**config.mk**
```make
export PLATFORM = sky130hd
export DESIGN_NAME = serial_subtractor
export DESIGN_NICKNAME = d
export VERILOG_FILES = /design/src/rtl/serial_subtractor_pkg.sv /design/src/rtl/serial_subtractor_fs.sv /design/src/rtl/serial_subtractor.sv
export SDC_FILE = /design/constraint.sdc
export NUM_CORES = 1
export LEC_CHECK = 0
export BUFFER_PORTS_ARGS = -buffer_cell sky130_fd_sc_hd__buf_2
export CORE_ASPECT_RATIO = 1.25
export CORE_MARGIN = 5
export CORE_UTILIZATION = 25
export DETAILED_ROUTE_END_ITERATION = 16
export SLEW_MARGIN = 40
export SYNTH_ARGS = -nofsm -noshare
export SYNTH_HDL_FRONTEND = slang
export SYNTH_SLANG_ARGS = --single-unit
```
**constraint.sdc**
```tcl
create_clock -name clk -period 1.71 [get_ports clk]
set_input_delay 0.171 -clock clk [delete_from_list [all_inputs] [get_ports clk]]
set_output_delay 0.171 -clock clk [all_outputs]
set_load 0.01 [all_outputs]
```
**src/rtl/serial_subtractor_pkg.sv**
```systemverilog
// Shared definitions for the bit-serial subtractor: FSM state encoding and the
// default operand width.
package serial_subtractor_pkg;

    localparam int unsigned DEFAULT_WIDTH = 8;

    typedef enum logic [1:0] {
        StIdle,
        StShift,
        StDone
    } state_t;

endpackage

```
**src/rtl/serial_subtractor_fs.sv**
```systemverilog
// One-bit full subtractor: d = a - b - bin, with the borrow out of this bit.
module fs (
    input  logic a,
    input  logic b,
    input  logic bin,
    output logic d,
    output logic bout
);

    assign d    = a ^ b ^ bin;
    assign bout = (~a & b) | (~(a ^ b) & bin);

endmodule

```
**src/rtl/serial_subtractor.sv**
```systemverilog
// Bit-serial unsigned subtractor: captures a and b on start, then produces
// a - b one bit per cycle LSB first, pulsing done when the result is complete.
module serial_subtractor
    import serial_subtractor_pkg::*;
#(
    parameter int unsigned WIDTH = DEFAULT_WIDTH
) (
    input  logic             clk,
    input  logic             rstn,
    input  logic             start,
    input  logic [WIDTH-1:0] a,
    input  logic [WIDTH-1:0] b,
    output logic             busy,
    output logic             done,
    output logic [WIDTH-1:0] diff,
    output logic             bout
);

    // One extra bit of range so the terminal count never wraps (also >= 1 bit at WIDTH=1).
    localparam int unsigned CW = $clog2(WIDTH + 1);
    localparam logic [CW-1:0] LAST_CNT = CW'(WIDTH - 1);

    state_t           state_q;
    logic [WIDTH-1:0] a_q;
    logic [WIDTH-1:0] b_q;
    logic [WIDTH-1:0] diff_q;
    logic [WIDTH-1:0] diff_shift;
    logic [CW-1:0]    cnt_q;
    logic             borrow_q;
    logic             busy_q;
    logic             done_q;
    logic             bit_d;
    logic             bit_borrow;

    fs u_fs (
        .a    (a_q[0]),
        .b    (b_q[0]),
        .bin  (borrow_q),
        .d    (bit_d),
        .bout (bit_borrow)
    );

    // New result bit enters at the MSB so the LSB-first stream ends up in place.
    always_comb begin
        diff_shift            = diff_q >> 1;
        diff_shift[WIDTH-1]   = bit_d;
    end

    always_ff @(posedge clk or negedge rstn) begin
        if (!rstn) begin
            state_q  <= StIdle;
            a_q      <= '0;
            b_q      <= '0;
            diff_q   <= '0;
            cnt_q    <= '0;
            borrow_q <= 1'b0;
            busy_q   <= 1'b0;
            done_q   <= 1'b0;
        end else begin
            case (state_q)
                StIdle: begin
                    if (start) begin
                        a_q      <= a;
                        b_q      <= b;
                        borrow_q <= 1'b0;
                        cnt_q    <= '0;
                        busy_q   <= 1'b1;
                        state_q  <= StShift;
                    end
                end
                StShift: begin
                    diff_q   <= diff_shift;
                    a_q      <= a_q >> 1;
                    b_q      <= b_q >> 1;
                    borrow_q <= bit_borrow;
                    cnt_q    <= cnt_q + CW'(1);
                    if (cnt_q == LAST_CNT) begin
                        done_q  <= 1'b1;
                        state_q <= StDone;
                    end
                end
                StDone: begin
                    done_q  <= 1'b0;
                    busy_q  <= 1'b0;
                    state_q <= StIdle;
                end
                default: begin
                    done_q  <= 1'b0;
                    busy_q  <= 1'b0;
                    state_q <= StIdle;
                end
            endcase
        end
    end

    assign busy = busy_q;
    assign done = done_q;
    assign diff = diff_q;
    assign bout = borrow_q;

endmodule

```
=== After elaboration in Yosys (flattened, before gate mapping) ===
Index checks and enable logic that the tools add are counted.

* Input bits: 19
* ROM bits: 0
* Register bits: 33
* Memories kept: 0
* Bits in latches: 0
* Bits in writable memories: 0
* Output and inout port bits: 11

* Shift operators: 0
* Muxes and demuxes: 15
* Bitwise gates (word level): 9
* $lt $le $gt $ge: 0
* Add/sub/neg operators: 1
* Eq/ne operators: 4
* Divide/modulo/power cells: 0
* Reductions and logical operators: 6
* Multiply operators: 0

{| class="wikitable"
|+ Operators with widths
! operator !! number
|-
| $pmux W8 S2 || 2
|-
| $mux W8 || 2
|-
| $pmux W4 S2 || 1
|-
| $reduce_and A2 Y1 || 4
|-
| $pmux W1 S2 || 3
|-
| $add A4 B1 Y4 const B || 1
|-
| $eq A4 B3 Y1 const B || 1
|-
| $mux W2 || 2
|-
| $mux W4 || 1
|-
| $ne A2 B2 Y1 const B || 2
|-
| $not A1 Y1 || 4
|-
| $pmux W2 S2 || 1
|-
| $mux W1 || 3
|-
| $and A1 B1 Y1 || 2
|-
| $eq A2 B1 Y1 const B || 1
|-
| $logic_not A2 Y1 || 1
|-
| $reduce_bool A2 Y1 || 1
|-
| $xor A1 B1 Y1 || 2
|-
| $or A1 B1 Y1 || 1
|}

=== Depth between registers and ports, before layout ===
Gate-level depths: netlist of run 1.

* Word-level depth: 5
* Depth in mapped cells: 5

=== Modules after synthesis ===
A second synthesis of run 1 with hierarchy kept.

* Cell total of the unflattened synthesis: 143
* Area total of the unflattened synthesis: 1418.9 um2

{| class="wikitable"
|+ Modules (own cells, without submodules)
! module !! cells an instance !! area each (um2) !! times used
|-
| serial_subtractor || 139 || 1387.6 || 1
|-
| fs || 4 || 31.3 || 1
|}

=== Worst setup path before layout of run 1 ===
Ideal clock, no wire load.

* Kind: reg-to-reg
* Start point: register state_q[0]
* End point: register b_q[0]
* Path slack: 0.528 ns
* Arrival: 1.052 ns
* Required time: 1.580 ns
* Path buffers: 2
* Setup time: 0.130 ns
* Cell stages (with the launch flop): 6
* Cell sequence: dfrtp_1 -> buf_2 -> and2b_1 -> buf_6 -> a22oi_1 -> o21ai_0

* Word-level cells in the longest chain between the ends: 3
* Elaborated cells between the ends (all ways): 6
* Those cells by class: 2 x eq/ne; 1 x mux; 3 x reduce/logical

{| class="wikitable"
|+ Ends and longest elaborated chain
! element !! RTL line !! source
|-
| start: declaration || serial_subtractor.sv:23 || <nowiki>state_t state_q;</nowiki>
|-
| start signal: assignment || serial_subtractor.sv:51 || <nowiki>state_q <= StIdle;</nowiki>
|-
| start signal: assignment || serial_subtractor.sv:68 || <nowiki>state_q <= StShift;</nowiki>
|-
| start signal: assignment || serial_subtractor.sv:79 || <nowiki>state_q <= StDone;</nowiki>
|-
| $eq A2 B1 Y1 or $logic_not A2 Y1 (tied branches) || serial_subtractor.sv:60 || <nowiki>case (state_q)</nowiki>
|-
| $reduce_bool A2 Y1 (no source line) or $ne A2 B2 Y1 (tied branches) || n/a ||
|-
| $reduce_and A2 Y1 (no source line) || n/a ||
|-
| end signal: assignment || serial_subtractor.sv:74 || <nowiki>b_q <= b_q >> 1;</nowiki>
|-
| end: declaration || serial_subtractor.sv:25 || <nowiki>logic [WIDTH-1:0] b_q;</nowiki>
|}

Parallel ways exist; a longest one is shown, timed or not.
A chain may end at the register's enable or synchronous reset.

=== Worst setup path after layout of run 1 ===
* Start point: register state_q[1]
* End point: register a_q[0]

* Word-level cells in the longest chain between the ends: 3
* Elaborated cells between the ends (all ways): 6
* Those cells by class: 2 x eq/ne; 1 x mux; 3 x reduce/logical

{| class="wikitable"
|+ Ends and longest elaborated chain
! element !! RTL line !! source
|-
| $eq A2 B1 Y1 or $logic_not A2 Y1 (tied branches) || serial_subtractor.sv:60 ||
|-
| $reduce_bool A2 Y1 (no source line) or $ne A2 B2 Y1 (tied branches) || n/a ||
|-
| $reduce_and A2 Y1 (no source line) || n/a ||
|-
| end signal: assignment || serial_subtractor.sv:73 || <nowiki>a_q <= a_q >> 1;</nowiki>
|-
| end: declaration || serial_subtractor.sv:24 || <nowiki>logic [WIDTH-1:0] a_q;</nowiki>
|}

Parallel ways exist; a longest one is shown, timed or not.

==> impl_metrics.json, run 1 <==
{
  "drt_iter0_drc": 23,
  "crit_chain": "and2b_1, a22oi_1, o21ai_0",
  "place_ws_ps": 365,
  "reg2regPathDepth": 3,
  "gp_congestion": 0.754,
  "path_class": "flop to flop",
  "worstMarginPinSlew_ps": 456,
  "setup_viol": 0,
  "clk_pin_slew_ps": 70,
  "cts_max_level": 2,
  "grt_usage": 0.0922,
  "drv_cap": 0,
  "synth_common_cells": "nand2_1, dfrtp_1, o21ai_0",
  "cp.arrival_ps": 1500,
  "initial_core_util": 0.260,
  "core_mm2": 0.00548,
  "detail_route.first_pass.iterations": 4,
  "endpoint_kind": "flop",
  "cts_resized": 0,
  "hold_ws_ps": 152,
  "antenna_found_initial": 0,
  "cpPeakStageDelay_ps": 580,
  "crit_path_top_delay_cell": "dfrtp_1",
  "fmax_ghz": 0.746,
  "r2r-start": "state_q[1]",
  "status": "complete, no violations",
  "required_ps": 1870,
  "report.power.total_w": 0.00305,
  "cts_tree": "yes",
  "start_kind": "flop",
  "grt_max_degree": 34,
  "placed_cell_area_mm2": 0.00164,
  "die-area_mm2": 0.00732,
  "clk_latency_ps": 280,
  "rsz0062_at_grt": "false",
  "wirelength_um": 3170,
  "grt_pass1_wl_um": 5440,
  "syn_area_mm2": 0.00143,
  "slew_violations": 0,
  "min_path_type": "input port to flop",
  "irDropWorstVdd_mv": 0.623,
  "setup.worst_path.start": "state_q[1]",
  "grt_pass1_vias": 1129,
  "port_buffers": 29,
  "syn_avg_cell_area_um2": 10.0,
  "synth_edf_count": 0,
  "root_buffer": "clkbuf_8",
  "ys_types": 25,
  "p_per_area_mw_per_mm2": 1760,
  "cts_inserted_buffers": 5,
  "async_flop_share": 1.00,
  "grt_overflow_total": 0,
  "min_period_ps": 1340,
  "max_slew_margin": 0.696,
  "avgViaCountPerCell": 4.74,
  "layout-drive-gt1-share": 0.242,
  "yosys.area.top_type": "dfrtp_1",
  "wire_per_inst_um": 13.1,
  "p_leak_nw": 0.838,
  "die_w_um": 77.5,
  "hold_viol": 0,
  "yosys.area.top_type_share": 0.579,
  "clock_sinks": 33,
  "path_max_fanout": 14,
  "worstSetupPathDepth": 3,
  "tns_ps": 0,
  "num_vias": 1148,
  "synthCells": 142,
  "die_y_um": 94.4,
  "design_area_mm2": 0.00174,
  "yosys.cell_count.top_type": "nand2_1",
  "synth-seq-cells": 33,
  "synth-main-ff-cell": "dfrtp_1",
  "worst_slack_ps": 369,
  "antenna_cells": 0,
  "nNetsFinal": 198,
  "final_antenna_net_count": 0,
  "ys_seq_area_frac": 0.579,
  "clk_path_buf_depth": 2,
  "rows": 30,
  "drc": 0,
  "reg2reg_to": "a_q[0]",
  "syn_nets": 163,
  "skew_ps": 5.79,
  "crit_family": "flip-flops",
  "min_period_over_period": 0.784,
  "cp_num_buf_inv": 0,
  "syn_to_final_growth_pct": 22.0,
  "dp_hpwl_um": 2220,
  "synth_area_leaders": "dfrtp_1, nand2_1, a22oi_1",
  "yosysWarnings": 0,
  "reg2reg_slack_ps": 370,
  "ioPinCount": 30,
  "crit_end": "a_q[0]"
}
flip-flops by register name (all words and copies together), names as in the netlist:
register and count:
a_q 8, b_q 8, bout 1, busy 1, cnt_q 4, diff 8, done 1, state_q 2
placed cells by master, fill, tap and decap left out, types with 3 or more instances in the layout:
cell and n:
a22oi_1 14, buf_2 28, buf_4 7, clkbuf_8 5, dfrtp_1 33, nand2_1 39, nand3_1 3, nor2_1 6
nor2b_1 3, o21ai_0 18
power breakdown:
part / internal (W) / leakage [nW] / switching (W)
clock: 0.000282 / 0.0450 / 0.000274
sequential: 0.00111 / 0.422 / 0.000236
combinational: 0.000504 / 0.371 / 0.000650
total: 0.00189 / 0.838 / 0.00116
stage by stage:
| step | util | std cells |
|---|---|---|
| after global placement | 0.300 | 233 |
| after detailed placement | 0.300 | 233 |
| after global routing | 0.317 | 242 |
| final | 0.317 | 242 |
| after floorplan | - | 142 |
| after CTS | 0.317 | 242 |
how the worst min path moves through the flow:
stage,startpoint,to,slack (ps),depth (start not counted)
after floorplan,rstn,a_q[0],-120,0
after global placement,rstn,a_q[3],280,1
after detailed placement,rstn,a_q[3],280,1
after CTS,b[7],b_q[7],150,2
after global routing,b[7],b_q[7],160,2
final,b[7],b_q[7],150,2
cell type report:
class,count,area [um2]
tap,64,80.1
multi-input combinational,99,541
clock buffer,6,72.6
fill,594,3740
timing repair buffer,36,203
sequential,33,826
clock inverter,2,10.0
inverter,2,7.51
kinds of logic (layout without fill, tap and decap cells):
| logic type | Yosys count | count (layout) | share of synthesized area |
|---|---|---|---|
| simple gates | 57 | 57 | 0.172 |
| compound gates | 39 | 39 | 0.177 |
| flops | 33 | 33 | 0.579 |
| buf+inv | 10 | 46 | 0.0413 |
| fa+ha+maj | 2 | 2 | 0.0228 |
| mux | 1 | 1 | 0.00702 |
metal layers:
layer	wire length, um	track usage
met2	1460	0.137
met5	0	0
met3	191	0.0353
met4	51	0.0301
met1	1460	0.123
timing repair:
item / CTS / global route
hold endpoints to repair: 33 / 0
setup buffers: 0 / 0
hold buffers: 1 / 0
Note: power is estimated with default switching activity, not from simulation.
==> run 2: changes to the inputs <==
==> constraint.sdc (replaced) <==
create_clock -name clk -period 1.2 [get_ports clk]
set_input_delay 0.12 -clock clk [delete_from_list [all_inputs] [get_ports clk]]
set_output_delay 0.12 -clock clk [all_outputs]
set_load 0.01 [all_outputs]
==> run 2 against run 1 <==
  * Die area unchanged
  * Sequential share of layout area decreased by 4.4 points
  * Worst hold slack got worse by 64 ps
  * Critical endpoint is now diff[1]
  * Largest cell class unchanged
==> impl_metrics.json, run 2 (same netlist as run 1, synthesis figures left out) <==
{
  "status": "complete, no violations",
  "root_buffer": "clkbuf_8",
  "required_ps": 1380,
  "nNetsFinal": 212,
  "grt_busiest_layer": "met2",
  "p_clk_frac": 0.176,
  "die_y_um": 94.4,
  "grt_overflow_total": 0,
  "min_path_type": "input port to flop",
  "start_kind": "flop",
  "clk_pin_slew_ps": 70,
  "initial_core_util": 0.260,
  "switching_share": 0.368,
  "p_comb_frac": 0.429,
  "path_max_fanout": 7,
  "reg2reg_slack_ps": 40,
  "endpoint_kind": "flop",
  "p_leak_nw": 0.919,
  "setup_viol": 0,
  "layout_commonest_cell": "nand2_1",
  "holdPathStages": 2,
  "gr-usage-met1": 0.133,
  "r2r-start": "state_q[0]",
  "met2_usage": 0.147,
  "cts_tree": "yes",
  "wirelength_um": 3310,
  "grt_pass1_vias": 1179,
  "path_class": "flop to flop",
  "detail_route.first_pass.iterations": 4,
  "final_antenna_net_count": 0,
  "die_w_um": 77.5,
  "grtUsageMet3": 0.0305,
  "gp_congestion": 0.756,
  "hold_viol": 0,
  "fmax_ghz": 0.861,
  "internal_power_w": 0.00307,
  "rows": 30,
  "worst_slack_ps": 38.3,
  "p_sw_w": 0.00179,
  "clock_sinks": 33,
  "wire_per_inst_um": 13.0,
  "min_period_ps": 1160,
  "cp.arrival_ps": 1340,
  "max_slew_margin": 0.727,
  "grt_usage": 0.0990,
  "design_area_mm2": 0.00192,
  "clk_latency_ps": 290,
  "p_per_area_mw_per_mm2": 2530,
  "cts_max_level": 2,
  "reg2regPathDepth": 5,
  "rsz0062_at_grt": "true",
  "dp_hpwl_um": 2280,
  "die-area_mm2": 0.00732,
  "cts_inserted_buffers": 5,
  "antenna_found_initial": 0,
  "clk_path_buf_depth": 2,
  "placed_cell_area_mm2": 0.00170,
  "drv_cap": 0,
  "tns_ps": 0,
  "irDropWorstVdd_mv": 1.06,
  "drt_iter0_drc": 31,
  "skew_ps": 4.49,
  "ioPinCount": 30,
  "syn_to_final_growth_pct": 34.9,
  "grt_max_degree": 20,
  "hp-start": "b[7]",
  "drc": 0,
  "layout-drive-gt1-share": 0.361,
  "core_mm2": 0.00548,
  "antenna_cells": 0,
  "port_buffers": 29,
  "layout_common_cells": "nand2_1, dfrtp_1, buf_2, buf_4, o21ai_0",
  "reg2reg_to": "diff[1]",
  "seqPwrFrac": 0.395,
  "grt_pass1_wl_um": 5710,
  "place_ws_ps": -191,
  "worstMarginPinSlew_ps": 409,
  "min_period_over_period": 0.968,
  "holdPathEnd": "b_q[7]",
  "slew_violations": 0,
  "avgViaCountPerCell": 4.66,
  "num_vias": 1188
}
## run 2: cell count changes in the layout (fill, tap and decap cells not counted), moves of 2 or more
cell and change:
a22oi_1 -3, a22oi_2 +3, buf_12 +2, buf_4 +9, buf_6 +2, clkinv_2 -2, dfrtp_1 -2, dfrtp_2 +2
nand2_1 -6, nand2_2 +6, o21ai_0 -6, o21ai_1 +6
## run 2: critical path: stages, from the launching register on
cell and delay [ps]:
dfrtp_2 440, buf_6 130, and2b_2 230, buf_6 150, nand2_1 60, nand2_1 40
## run 2: stage by stage
stage | cells | hold WS [ps] | power [W] | util
after global placement | 239 | 74.8 | 0.00362 | 0.311
after CTS | 250 | 87.4 | 0.00463 | 0.334
after global routing | 255 | 82.0 | 0.00528 | 0.351
after detailed placement | 239 | 81.7 | 0.00367 | 0.311
after floorplan | 142 | -176 | 0.00305 | -
final | 255 | 88.2 | 0.00486 | 0.351
## run 2: worst max-delay path by stage
stage	startpoint	end	cells after the start	slack, ps
final	state_q[0]	diff[1]	5	40
after global routing	state_q[0]	a_q[6]	4	-20
after CTS	state_q[0]	b_q[5]	4	7
after detailed placement	state_q[0]	bout	2	-190
after global placement	state_q[0]	cnt_q[1]	2	-150
after floorplan	state_q[0]	b_q[0]	5	20
## run 2: routing by layer
metal	wire [um]	vias to the layer above
li1	-	586
met1	1480	563
met2	1550	32
met3	213	7
met4	64	0
met5	0	-
## run 2: layout make-up
type,instances,area (um2)
fillers,569,3560
well taps,64,80.1
repair buffers,50,338
flip-flops and latches,33,828
inverters,2,7.51
clock buffers,7,86.3
multi-input cells,99,582
## run 2: power groups by stage
| stage | registers [W] | clock network [W] | logic (W) |
|---|---|---|---|
| after global placement | 0.00191 | 0 | 0.00171 |
| after CTS | 0.00191 | 0.000868 | 0.00185 |
| after floorplan | 0.00193 | 0 | 0.00112 |
| after detailed placement | 0.00191 | 0 | 0.00175 |
| final | 0.00192 | 0.000855 | 0.00209 |
| after global routing | 0.00200 | 0.000935 | 0.00234 |
## run 2: repair_timing
item	in CTS	in global routing
resized for setup	3	19
buffers inserted	3	5
hold endpoints to repair	15	0
pin swaps	0	4
hold buffers	1	0
setup endpoints to repair	26	30
==> run 3: changes to the inputs <==
--- a/config.mk
+++ b/config.mk
@@ -5,6 +5,7 @@
 export SDC_FILE = /design/constraint.sdc
 export NUM_CORES = 1
 export LEC_CHECK = 0
+export ABC_AREA = 1
 export BUFFER_PORTS_ARGS = -buffer_cell sky130_fd_sc_hd__buf_2
 export CORE_ASPECT_RATIO = 1.25
 export CORE_MARGIN = 5
==> constraint.sdc (replaced) <==
create_clock -name clk -period 1.2 [get_ports clk]
set_input_delay 0.24 -clock clk [delete_from_list [all_inputs] [get_ports clk]]
set_output_delay 0.24 -clock clk [all_outputs]
set_load 0.01 [all_outputs]
==> run 3 against run 2 <==
  * Sequential cell count is the same
  * Sequential power shrank 3%
  * Die area shrank 0.31%
  * Worst hold slack gained 64 ps
  * Setup slack gained 47 ps
  * Cell count grew 1.2%
  * Routed wire length shrank 6.7%
  * Clock skew grew 4.3 ps
  * Register-to-register slack gained 50 ps
  * Largest power group is now registers
==> impl_metrics.json, run 3 <==
{
  "status": "complete, no violations",
  "die_y_um": 94.3,
  "skew_ps": 8.77,
  "wirelength_um": 3090,
  "cp_num_buf_inv": 0,
  "initial_core_util": 0.259,
  "cpPeakStageDelay_ps": 540,
  "yosys.area.top_type_share": 0.581,
  "synth_area_leaders": "dfrtp_1, nand2_1, nand3_1",
  "syn_avg_cell_area_um2": 8.93,
  "required_ps": 1370,
  "avgViaCountPerCell": 4.38,
  "rsz0062_at_grt": "false",
  "syn_to_final_growth_pct": 24.8,
  "worstMarginPinSlew_ps": 413,
  "die_w_um": 77.4,
  "setup.worst_path.start": "b_q[0]",
  "cts_tree": "yes",
  "min_period_ps": 1120,
  "tns_ps": 0,
  "grt_usage": 0.0940,
  "root_buffer": "clkbuf_8",
  "start_kind": "flop",
  "port_buffers": 29,
  "drt_iter0_drc": 57,
  "fmax_ghz": 0.897,
  "clock_sinks": 33,
  "synth_edf_count": 0,
  "async_flop_share": 1.00,
  "crit_chain": "fa_1, o21ai_1",
  "wire_per_inst_um": 12.0,
  "grt_pass1_wl_um": 5400,
  "clk_latency_ps": 280,
  "cp.arrival_ps": 1280,
  "layout_commonest_cell": "nand2_1",
  "clk_path_buf_depth": 2,
  "ys_types": 16,
  "die-area_mm2": 0.00730,
  "n_fill_cell": 608,
  "path_class": "flop to flop",
  "drc": 0,
  "max_slew_margin": 0.725,
  "p_per_area_mw_per_mm2": 2380,
  "core_mm2": 0.00548,
  "dp.cells": 251,
  "synth-seq-cells": 33,
  "drv_cap": 0,
  "post-cts-setup-buffers": 0,
  "dp_hpwl_um": 2190,
  "path_max_fanout": 2,
  "syn_nets": 180,
  "yosys.area.top_type": "dfrtp_1",
  "min_period_over_period": 0.929,
  "r2r-start": "b_q[0]",
  "crit_path_top_delay_cell": "fa_1",
  "yosysWarnings": 0,
  "layout_common_cells": "nand2_1, nand3_1, dfrtp_1, buf_2, inv_1",
  "antenna_found_initial": 0,
  "ctsHoldBuffers": 1,
  "clk_pin_slew_ps": 60,
  "yosys.cell_count.top_type": "nand2_1",
  "setup_viol": 0,
  "min_path_type": "input port to flop",
  "rows": 30,
  "gp_congestion": 0.735,
  "synth_common_cells": "nand2_1, nand3_1, dfrtp_1",
  "hold_viol": 0,
  "slew_violations": 0,
  "grt_pass1_vias": 1220,
  "syn_area_mm2": 0.00142,
  "grt_overflow_total": 0,
  "detail_route.first_pass.iterations": 2,
  "p_leak_nw": 0.904,
  "fin_util": 0.323,
  "synth-main-ff-cell": "dfrtp_1",
  "layout-drive-gt1-share": 0.242,
  "endpoint_kind": "flop",
  "cts_resized": 0,
  "crit_family": "adder cells",
  "num_vias": 1131,
  "synthCells": 159,
  "final_cells": 258,
  "ys_seq_area_frac": 0.581,
  "hp-start": "a[7]",
  "cts_max_level": 2,
  "ioPinCount": 30,
  "antenna_cells": 0,
  "grt_max_degree": 34,
  "nNetsFinal": 216,
  "final_antenna_net_count": 0,
  "irDropWorstVdd_mv": 0.710,
  "cts_inserted_buffers": 5
}
## run 3: changes by cell type after synthesis, moves of 5 or more
cell,change
a22oi_1,-14
nor2_1,-5
o21ai_1,+5
nand2_1,+15
nand3_1,+34
inv_1,+5
o21ai_0,-13
## run 3: path summary, 6_finish.rpt
check	endpoint	slack [ps]	cells after the start
max	diff[7]	80	2
min	a_q[7]	150	3
min in group asynchronous	a_q[0]	520	3
min reg2reg	busy	480	2
max in group asynchronous	b_q[2]	380	3
max reg2reg	diff[7]	80	2
## run 3: cell type report
cell class,instances,area [um2],area share
repair buffers,37,245,0.138
clock buffers,5,68.8,0.0388
clock inverters,1,5.00,0.00282
flip-flops and latches,33,826,0.466
inverters,9,33.8,0.0191
well taps,64,80.1,0.0452
multi-input cells,109,513,0.290
## run 3: power by group
part           switching [W]  internal, W  total (W)
clock network       0.000376     0.000381   0.000757
logic               0.000890     0.000694    0.00158
registers           0.000308      0.00157    0.00187
## run 3: per-layer routing
layer | share of wire | global-route usage | vias to the layer above | wire [um]
met5 | 0 | 0 | - | 0
met4 | 0.030 | 0.0530 | 0 | 92
met3 | 0.039 | 0.0298 | 8 | 120
met2 | 0.49 | 0.154 | 21 | 1500
met1 | 0.44 | 0.107 | 518 | 1370
li1 | - | - | 584 | -
## run 3: logic make-up after synthesis
group	after synthesis	share of synthesized area
DFF	33	0.581
buffers and inverters	17	0.0573
adders and majority gates	2	0.0229
and+or+nand+nor	96	0.297
AOI/OAI and AO/OA	10	0.0352
xor gates and xnor gates	1	0.00617
## run 3: through the flow
step	power, W	worst slack (ps)	area [um2]	hold slack (ps)
final	0.00422	85.0	1770	153
after floorplan	0.00290	120	1420	-55.6
after CTS	0.00430	84.1	1770	141
after global routing	0.00461	23.8	1770	157
after global placement	0.00347	116	1690	294
after detailed placement	0.00351	95.5	1690	301
## run 3: tightest hold or removal path, delay by kind of cell
family,cells,cell delay [ps]
simple gates,2,80
buf+inv,1,70
